<file path="config.mk">
export PLATFORM = sky130hd
export DESIGN_NAME = mem_access_ctrl_flat
export DESIGN_NICKNAME = d
export VERILOG_FILES = /design/src/rtl/mem_access_ctrl_if.sv /design/src/rtl/mem_access_ctrl.sv /design/src/flat_wrapper.sv
export SDC_FILE = /design/constraint.sdc
export NUM_CORES = 1
export LEC_CHECK = 0
export ABC_AREA = 1
export CORE_MARGIN = 8
export CORE_UTILIZATION = 48
export DETAILED_ROUTE_END_ITERATION = 12
export GPL_TIMING_DRIVEN = 0
export HOLD_SLACK_MARGIN = 0.06
export PLACE_DENSITY = 0.78
export SYNTH_ARGS = -nofsm -noshare
export SYNTH_HDL_FRONTEND = slang
export SYNTH_SLANG_ARGS = --single-unit
</file>
<file path="constraint.sdc">
create_clock -name clk -period 2 [get_ports clk]
set_input_delay 0.2 -clock clk [delete_from_list [all_inputs] [get_ports clk]]
set_output_delay 0.2 -clock clk [all_outputs]
set_load 0.02 [all_outputs]
</file>
<file path="src/rtl/mem_access_ctrl_if.sv">
// mem_access_ctrl_if: request/memory/write-back bundle for mem_access_ctrl.
//   master : the surrounding system (control unit requests, data memory
//            busy/read data); consumes strobes, stall and write-back.
//   slave  : mem_access_ctrl itself.
// Signals:
//   rd_req, wr_req, req_addr, req_wdata, req_dest  - instruction request
//   mem_busy_wait, mem_rdata                       - data memory status/data
//   mem_read, mem_write, mem_addr, mem_wdata       - data memory strobes/bus
//   stall                                          - PC / regfile freeze
//   wb_en, wb_addr, wb_data                        - load write-back
//   illegal_req, timeout_err                       - error indications
interface mem_access_ctrl_if #(
  parameter int ADDR_W = 8,
  parameter int DATA_W = 8,
  parameter int REG_W  = 3
);
  logic              rd_req;
  logic              wr_req;
  logic [ADDR_W-1:0] req_addr;
  logic [DATA_W-1:0] req_wdata;
  logic [REG_W-1:0]  req_dest;
  logic              mem_busy_wait;
  logic [DATA_W-1:0] mem_rdata;
  logic              mem_read;
  logic              mem_write;
  logic [ADDR_W-1:0] mem_addr;
  logic [DATA_W-1:0] mem_wdata;
  logic              stall;
  logic              wb_en;
  logic [REG_W-1:0]  wb_addr;
  logic [DATA_W-1:0] wb_data;
  logic              illegal_req;
  logic              timeout_err;

  modport master (
    output rd_req, wr_req, req_addr, req_wdata, req_dest, mem_busy_wait, mem_rdata,
    input  mem_read, mem_write, mem_addr, mem_wdata, stall, wb_en, wb_addr, wb_data,
           illegal_req, timeout_err
  );

  modport slave (
    input  rd_req, wr_req, req_addr, req_wdata, req_dest, mem_busy_wait, mem_rdata,
    output mem_read, mem_write, mem_addr, mem_wdata, stall, wb_en, wb_addr, wb_data,
           illegal_req, timeout_err
  );
endinterface

</file>
<file path="src/rtl/mem_access_ctrl.sv">
// mem_access_ctrl: sequences one load/store at a time against a busy-wait
// data memory. Latches address/data/destination on acceptance, holds the
// strobe while the memory reports busy, stalls PC/regfile until the access
// finishes, issues a single write-back for loads, and aborts any access that
// spends TIMEOUT cycles in ISSUE+WAIT (timeout_err stays set until reset).
// Ports:
//   clk   - system clock, all state on posedge
//   reset - asynchronous active-high clear
//   bus   - mem_access_ctrl_if slave modport (requests, memory, write-back)
module mem_access_ctrl #(
  parameter int          ADDR_W  = 8,
  parameter int          DATA_W  = 8,
  parameter int          REG_W   = 3,
  parameter int unsigned TIMEOUT = 255
) (
  input  logic                clk,
  input  logic                reset,
  mem_access_ctrl_if.slave    bus
);

  typedef enum logic [2:0] {S_IDLE, S_ISSUE, S_WAIT, S_DONE, S_ABORT} state_t;

  localparam logic [15:0] TIMEOUT_C = 16'(TIMEOUT);

  state_t            state, state_nxt;
  logic              op_store;
  logic [15:0]       cnt;
  logic [15:0]       cnt_inc;
  logic              one_req, both_req, timed_out;
  logic [ADDR_W-1:0] addr_q;
  logic [DATA_W-1:0] wdata_q;
  logic [REG_W-1:0]  dest_q;
  logic [DATA_W-1:0] rdata_q;
  logic              terr_q;
  logic              rd_c, wr_c, stall_c, wb_en_c, ill_c;

  assign one_req   = bus.rd_req ^ bus.wr_req;
  assign both_req  = bus.rd_req & bus.wr_req;
  assign cnt_inc   = cnt + 16'd1;
  // Timeout beats a same-cycle busy_wait transition.
  assign timed_out = (cnt_inc == TIMEOUT_C);

  always_comb begin
    state_nxt = state;
    rd_c      = 1'b0;
    wr_c      = 1'b0;
    stall_c   = 1'b0;
    wb_en_c   = 1'b0;
    ill_c     = 1'b0;
    case (state)
      S_IDLE: begin
        if (one_req) begin
          stall_c   = 1'b1;
          state_nxt = S_ISSUE;
        end else if (both_req) begin
          ill_c = 1'b1;
        end
      end
      S_ISSUE: begin
        stall_c = 1'b1;
        rd_c    = ~op_store;
        wr_c    = op_store;
        if (timed_out)              state_nxt = S_ABORT;
        else if (bus.mem_busy_wait) state_nxt = S_WAIT;
      end
      S_WAIT: begin
        // Strobe follows busy_wait so it drops in the cycle busy falls.
        stall_c = 1'b1;
        rd_c    = ~op_store & bus.mem_busy_wait;
        wr_c    = op_store & bus.mem_busy_wait;
        if (timed_out)               state_nxt = S_ABORT;
        else if (!bus.mem_busy_wait) state_nxt = S_DONE;
      end
      S_DONE: begin
        wb_en_c   = ~op_store;
        state_nxt = S_IDLE;
      end
      S_ABORT: state_nxt = S_IDLE;
      default: state_nxt = S_IDLE;
    endcase
  end

  always_ff @(posedge clk or posedge reset) begin
    if (reset) begin
      state    <= S_IDLE;
      op_store <= 1'b0;
      cnt      <= '0;
      addr_q   <= '0;
      wdata_q  <= '0;
      dest_q   <= '0;
      rdata_q  <= '0;
      terr_q   <= 1'b0;
    end else begin
      state <= state_nxt;
      if (state == S_IDLE && one_req) begin
        addr_q   <= bus.req_addr;
        wdata_q  <= bus.req_wdata;
        dest_q   <= bus.req_dest;
        op_store <= bus.wr_req;
        cnt      <= '0;
      end else if (state == S_ISSUE || state == S_WAIT) begin
        cnt <= cnt_inc;
      end
      if (state == S_WAIT && state_nxt == S_DONE && !op_store)
        rdata_q <= bus.mem_rdata;
      if (state_nxt == S_ABORT)
        terr_q <= 1'b1;
    end
  end

  // The IDLE request decode is combinational, so gate it while reset is held.
  assign bus.mem_read    = rd_c;
  assign bus.mem_write   = wr_c;
  assign bus.stall       = stall_c & ~reset;
  assign bus.illegal_req = ill_c & ~reset;
  assign bus.wb_en       = wb_en_c;
  assign bus.mem_addr    = addr_q;
  assign bus.mem_wdata   = wdata_q;
  assign bus.wb_addr     = dest_q;
  assign bus.wb_data     = rdata_q;
  assign bus.timeout_err = terr_q;

endmodule

</file>
<file path="src/flat_wrapper.sv">
// flat-port wrapper written by rule: the top's interface ports become plain ports
module mem_access_ctrl_flat 
#(
  parameter int          ADDR_W  = 8,
  parameter int          DATA_W  = 8,
  parameter int          REG_W   = 3,
  parameter int unsigned TIMEOUT = 255
)
  (clk, reset, bus_rd_req, bus_wr_req, bus_req_addr, bus_req_wdata, bus_req_dest, bus_mem_busy_wait, bus_mem_rdata, bus_mem_read, bus_mem_write, bus_mem_addr, bus_mem_wdata, bus_stall, bus_wb_en, bus_wb_addr, bus_wb_data, bus_illegal_req, bus_timeout_err);
  mem_access_ctrl_if #(.ADDR_W(ADDR_W), .DATA_W(DATA_W), .REG_W(REG_W)) bus_i ();
  input  logic clk;
  input  logic reset;
  input wire logic [$bits(bus_i.rd_req)-1:0] bus_rd_req;
  input wire logic [$bits(bus_i.wr_req)-1:0] bus_wr_req;
  input wire logic [$bits(bus_i.req_addr)-1:0] bus_req_addr;
  input wire logic [$bits(bus_i.req_wdata)-1:0] bus_req_wdata;
  input wire logic [$bits(bus_i.req_dest)-1:0] bus_req_dest;
  input wire logic [$bits(bus_i.mem_busy_wait)-1:0] bus_mem_busy_wait;
  input wire logic [$bits(bus_i.mem_rdata)-1:0] bus_mem_rdata;
  output wire logic [$bits(bus_i.mem_read)-1:0] bus_mem_read;
  output wire logic [$bits(bus_i.mem_write)-1:0] bus_mem_write;
  output wire logic [$bits(bus_i.mem_addr)-1:0] bus_mem_addr;
  output wire logic [$bits(bus_i.mem_wdata)-1:0] bus_mem_wdata;
  output wire logic [$bits(bus_i.stall)-1:0] bus_stall;
  output wire logic [$bits(bus_i.wb_en)-1:0] bus_wb_en;
  output wire logic [$bits(bus_i.wb_addr)-1:0] bus_wb_addr;
  output wire logic [$bits(bus_i.wb_data)-1:0] bus_wb_data;
  output wire logic [$bits(bus_i.illegal_req)-1:0] bus_illegal_req;
  output wire logic [$bits(bus_i.timeout_err)-1:0] bus_timeout_err;
  assign bus_i.rd_req = bus_rd_req;
  assign bus_i.wr_req = bus_wr_req;
  assign bus_i.req_addr = bus_req_addr;
  assign bus_i.req_wdata = bus_req_wdata;
  assign bus_i.req_dest = bus_req_dest;
  assign bus_i.mem_busy_wait = bus_mem_busy_wait;
  assign bus_i.mem_rdata = bus_mem_rdata;
  assign bus_mem_read = bus_i.mem_read;
  assign bus_mem_write = bus_i.mem_write;
  assign bus_mem_addr = bus_i.mem_addr;
  assign bus_mem_wdata = bus_i.mem_wdata;
  assign bus_stall = bus_i.stall;
  assign bus_wb_en = bus_i.wb_en;
  assign bus_wb_addr = bus_i.wb_addr;
  assign bus_wb_data = bus_i.wb_data;
  assign bus_illegal_req = bus_i.illegal_req;
  assign bus_timeout_err = bus_i.timeout_err;
  mem_access_ctrl #(.ADDR_W(ADDR_W), .DATA_W(DATA_W), .REG_W(REG_W), .TIMEOUT(TIMEOUT)) u_core (.clk(clk), .reset(reset), .bus(bus_i));
endmodule
</file>
# Yosys cells after proc, flatten, opt, wreduce, memory -nomap -nowiden
# Cells that the tools add are included.
# classes
n_addsub	1
eq_ne	6
muxes	16
bitwise	8
n_reduce_logical	8
# op_table
op	n
$mux 16	2
$add 16x1->16 const B	1
$eq 16x8->1 const B	1
$mux 3	5
$eq 3x2->1 const B	3
$pmux 3 s3	1
$pmux 1 s2	3
$and 1x1->1	5
$mux 1	5
$eq 3x1->1 const B	1
$eq 3x3->1 const B	1
$logic_and 1x1->1	3
$logic_not 3->1	1
$not 1->1	2
$reduce_bool 2->1	1
$reduce_or 2->1	1
$logic_not 1->1	1
$logic_or 1x1->1	1
$xor 1x1->1	1
# totals
reg_bits	48
out_inout_bits	33

# Longest topological paths before layout
# Gate-level depths: netlist (run 1).
# depth
ltp_word	7
mapped_depth	14

# Least setup slack after synthesis (run 1)
# No wires, ideal clock.
# synth_timing
path_kind	register -> register
startpoint	register u_core.cnt[1]
endpoint	register u_core.rdata_q[0] (netlist: u_core.bus.wb_data[0])
setup_ns	0.117
arrival_ns	1.645
path_slack_ns	0.237
stages_incl_launch_ff	13
period_less_slack_ns	1.763
cell_sequence	dfrtp_1 ha_1 nand3_2 clkinv_1 nand3_1 xor2_1 nand2_1 nor2_2 nand2_2 nand2_2 nor2_8 nand3_1 nand2_1
# synth_via
elab_chain_cells	7
elab_cells_between_ends	8
# synth_rtl
element	line_no	source
start: declaration	mem_access_ctrl.sv:27	logic [15:0] cnt;
start signal: assignment	mem_access_ctrl.sv:102	cnt <= cnt_inc;
$add 16x1->16 *	mem_access_ctrl.sv:39	assign cnt_inc = cnt + 16'd1;
$eq 16x8->1 *	mem_access_ctrl.sv:41	assign timed_out = (cnt_inc == TIMEOUT_C);
$mux 3 (on tied branches)	mem_access_ctrl.sv:71, mem_access_ctrl.sv:63	
$pmux 3 s3 *	mem_access_ctrl.sv:50	case (state)
$eq 3x2->1 *	mem_access_ctrl.sv:104	if (state == S_WAIT && state_nxt == S_DONE && !op_store)
$logic_and 1x1->1 * (2 in series)	mem_access_ctrl.sv:104	
end signal: assignment	mem_access_ctrl.sv:105	rdata_q <= bus.mem_rdata;
end: declaration	mem_access_ctrl.sv:33	logic [DATA_W-1:0] rdata_q;
# Every way passes the cells marked *; elsewhere a longest branch is shown, timed or not.
# A chain may end at the register's enable or synchronous reset.

# Worst setup path in the final report (run 1)
# layout_timing
startpoint	register u_core.state[2]
endpoint	output bus_illegal_req
# layout_via
elab_chain_cells	3
# layout_rtl
element	line_no	source
start: declaration	mem_access_ctrl.sv:25	state_t state, state_nxt;
start signal: assignment	mem_access_ctrl.sv:94	state <= state_nxt;
$logic_not 3->1	mem_access_ctrl.sv:50	
$mux 1	mem_access_ctrl.sv:50	
$and 1x1->1	mem_access_ctrl.sv:115	assign bus.illegal_req = ill_c & ~reset;
end: declaration	flat_wrapper.sv:28	output wire logic [$bits(bus_i.illegal_req)-1:0] bus_illegal_req;
# Every way passes these cells.

==> results of run 1 <==
-- path summary, 6_finish.rpt --
path                                   startpoint                     end  depth (start not counted)
min in group clk                  bus_req_dest[1]   u_core.bus.wb_addr[1]                          3
hold / removal                              reset           u_core.cnt[0]                          2
max in group asynchronous                   reset   u_core.bus.wb_data[0]                          3
hold reg to reg            u_core.bus.timeout_err  u_core.bus.timeout_err                          1
setup reg to reg                    u_core.cnt[0]   u_core.bus.wb_data[7]                         15
setup / recovery                  u_core.state[2]         bus_illegal_req                          4
-- worst max-delay path: stages, from the launching register on --
cell and delay [ps]:
dfrtp_1 420, nor2_1 180, nand3_1 120, nor2_1 100
clkdlybuf4s50_1 610
-- what timing repair did --
action                                  4_1_cts  5_1_grt
resized for setup                            10       26
pin swaps                                     2        5
endpoints found under the setup margin       11       10
gates cloned                                  0        1
hold buffers                                  0        0
setup buffers                                 4        3
-- per-stage QoR --
stage / utilization [%] / hold WS (ps) / setup TNS (ps)
4_1_cts: 66.5 / 205 / 0
2_1_floorplan: - / 310 / 0
3_3_place_gp: 63.1 / 449 / -20830
6_report: 68.4 / 201 / 0
3_5_place_dp: 63.5 / 453 / -2780
5_1_grt: 68.4 / 248 / -243
-- synthesized netlist by cell type --
library cell and count:
nor2_8 1, nor3_1 3, nand3b_1 1, nand4_2 1, a21oi_1 1, nor4_1 1
o22ai_1 8, nand3_2 1, dfrtp_1 48, nand4_1 4, nand2_2 5, or2_1 1
buf_6 1, ha_1 3, nor2_2 3, inv_2 1, xor2_1 1, o21ai_0 11
clkbuf_1 5, nor2_1 26, nand3_1 22, nand2_4 1, clkinv_1 1, nand2_1 135
nor2_4 3, inv_1 31, xnor2_1 1
-- cells by family after synthesis --
kind of cell	count (synthesis)	synth area share, %
fa+ha+maj	3	1.54
buf+inv	39	6.33
flops	48	49.4
xor+xnor	2	0.720
simple gates	208	37.5
compound gates	20	4.53
-- per-layer routing --
metal / global-route usage (%) / vias to the layer above
met1: 19.0 / 1069
met4: 4.69 / 0
met2: 29.3 / 60
met3: 7.64 / 4
met5: 0 / -
li1: - / 1162
-- layout by cell type (no fill, tap or decap), types with 2 or more instances in the layout --
| cell type | instances |
|---|---|
| buf_4 | 5 |
| buf_6 | 3 |
| clkbuf_1 | 5 |
| clkbuf_2 | 2 |
| clkbuf_8 | 6 |
| clkdlybuf4s50_1 | 61 |
| clkinv_2 | 3 |
| dfrtp_1 | 45 |
| dfrtp_2 | 3 |
| ha_1 | 2 |
| inv_1 | 28 |
| inv_2 | 4 |
| nand2_1 | 131 |
| nand2_2 | 7 |
| nand2_4 | 4 |
| nand3_1 | 20 |
| nand3_2 | 2 |
| nand4_1 | 4 |
| nor2_1 | 22 |
| nor2_2 | 6 |
| nor2_4 | 4 |
| nor3_1 | 2 |
| o21ai_0 | 11 |
| o22ai_1 | 8 |
-- report_power, final --
part | internal, W | switching, W | total (W) | leakage (nW)
Sequential | 0.00138 | 0.000294 | 0.00167 | 0.624
Combinational | 0.00106 | 0.00153 | 0.00259 | 0.936
Clock | 0.000277 | 0.000331 | 0.000608 | 0.0510
Total | 0.00271 | 0.00216 | 0.00486 | 1.61
-- flip-flops by register name (all words and copies together) (netlist names) --
signal,cells
u_core.op_store,1
u_core.bus.wb_data,8
u_core.bus.timeout_err,1
u_core.state,3
u_core.bus.wb_addr,3
u_core.cnt,16
u_core.bus.mem_addr,8
u_core.bus.mem_wdata,8
-- layout make-up --
cell class | count | area [sq um] | area share, %
buffer | 6 | 30.0 | 0.877
sequential | 48 | 1200 | 35.2
clock buffer | 6 | 82.6 | 2.41
inverter | 33 | 125 | 3.65
multi-input combinational | 234 | 1170 | 34.3
clock inverter | 2 | 10.0 | 0.292
tap | 70 | 87.6 | 2.56
timing repair buffer | 72 | 711 | 20.7
==> flow_summary_export.csv, run 1 <==
group,metric,value,unit
status,status,"finished, final reports clean",
pwr,vdd_drop_max,0.763,mV
yosys,avgSynthCellArea,7.60,sq um
detailed_routing,dr.max_layer_used,"met4",
critical_path,crit_fanout,3,
yosys,ys_warn_count,0,
finish,nNetsFinal,435,
critical_path,worst-endpoint-arrival,1710,ps
sta,period_needed,1910,ps
finish,nFillCells,420,
sta,period_share,95.5,%
finish,diodes,0,
global_routing,grt.total_usage,17.2,%
pwr,p_leak,1.61,nW
placement,gp_congestion,0.856,
floorplan,rows,26,
global_routing,grt_overflow_total,0,
detailed_routing,wl_per_cell,13.4,um
clock_tree,path_clk_slew,90,ps
floorplan,coreArea,5010,sq um
detailed_routing,postRouteAntennaNets,0,
finish,final_cells,471,
clock_tree,cts_tree,"done",
sta,timing.final.ws_setup,90.8,ps
yosys,synthCells,320,
detailed_routing,first_iter_violations,109,
global_routing,grt_pass1_vias,2294,
sta,setup_viol,0,
yosys,synth-seq-cells,48,
clock_tree,h-tree-depth,2,
floorplan,die_y,87.2,um
sta,fmax,524,MHz
detailed_routing,met2WireLength,3.06,mm
detailed_routing,wirelength_met1,2.62,mm
yosys,yosysUniqueCellTypes,27,
global_routing,grt_max_degree,38,
clock_tree,clk_latency,300,ps
placement,dpl.cell_count,455,
placement,port_buffers,64,
sta,slew_viol_final,0,
global_routing,grt_pass1_wl,10.4,mm
flow_run,maxCapViolCount,0,
floorplan,ios,65,
detailed_routing,drtPass1Iterations,5,
critical_path,path_class,"flip-flop to output port",
yosys,synthesis.area,2430,sq um
yosys,synth_top_cell_area_share,49.4,%
floorplan,start_util,48.6,%
detailed_routing,drc,0,
critical_path,critPathLaunchType,"flip-flop",
sta,worst_pin_slew,474,ps
detailed_routing,met3_length,588,um
clock_tree,clock_sinks,48,
pwr,p_per_area,1420,nW/um^2
yosys,synth.area.top_cells,"dfrtp_1 49%, nand2_1 21%, inv_1 4.8%",
detailed_routing,routed_wl,6.31,mm
sta,slew_headroom,68.4,%
floorplan,dieArea,7600,sq um
yosys,syn_nets,355,
placement,placed_area,3180,sq um
global_routing,antenna_found_initial,0,
finish,design_area,3430,sq um
sta,clock_skew,8.56,ps
critical_path,required,1800,ps
finish,area_growth,40.8,%
yosys,yosys.area.top_type,"dfrtp_1",
floorplan,die_x,87.2,um
clock_tree,cts_buffer_depth,2,
worst_hold_path,hold_class,"input port to async pin",
sta,hold_violations,0,
detailed_routing,via_per_inst,4.87,
sta,grt_setup_unrepaired,"true",
yosys,ys_seq_area_share,49.4,%
detailed_routing,vias,2295,
pwr,p_total,0.00486,W
critical_path,r2r_slack,100,ps
clock_tree,cts-buffers-inserted,5,
placement,pre_cts_ws,-369,ps
critical_path,worst_setup_path_end_kind,"output port",
finish,drive_above_1_share,14.0,%
placement,hpwl,4.62,mm
clock_tree,cts_root_buf,"clkbuf_8",
(Power assumes the default switching activity.)
==> inputs of run 2 (changes only) <==
--- a/config.mk
+++ b/config.mk
@@ -8,6 +8,7 @@
 export ABC_AREA = 1
 export CORE_MARGIN = 8
 export CORE_UTILIZATION = 48
+export CTS_CLUSTER_SIZE = 40
 export DETAILED_ROUTE_END_ITERATION = 12
 export GPL_TIMING_DRIVEN = 0
 export HOLD_SLACK_MARGIN = 0.06
==> results of run 2 <==
No change in the layout: final DEF, timing and power equal those of run 1.
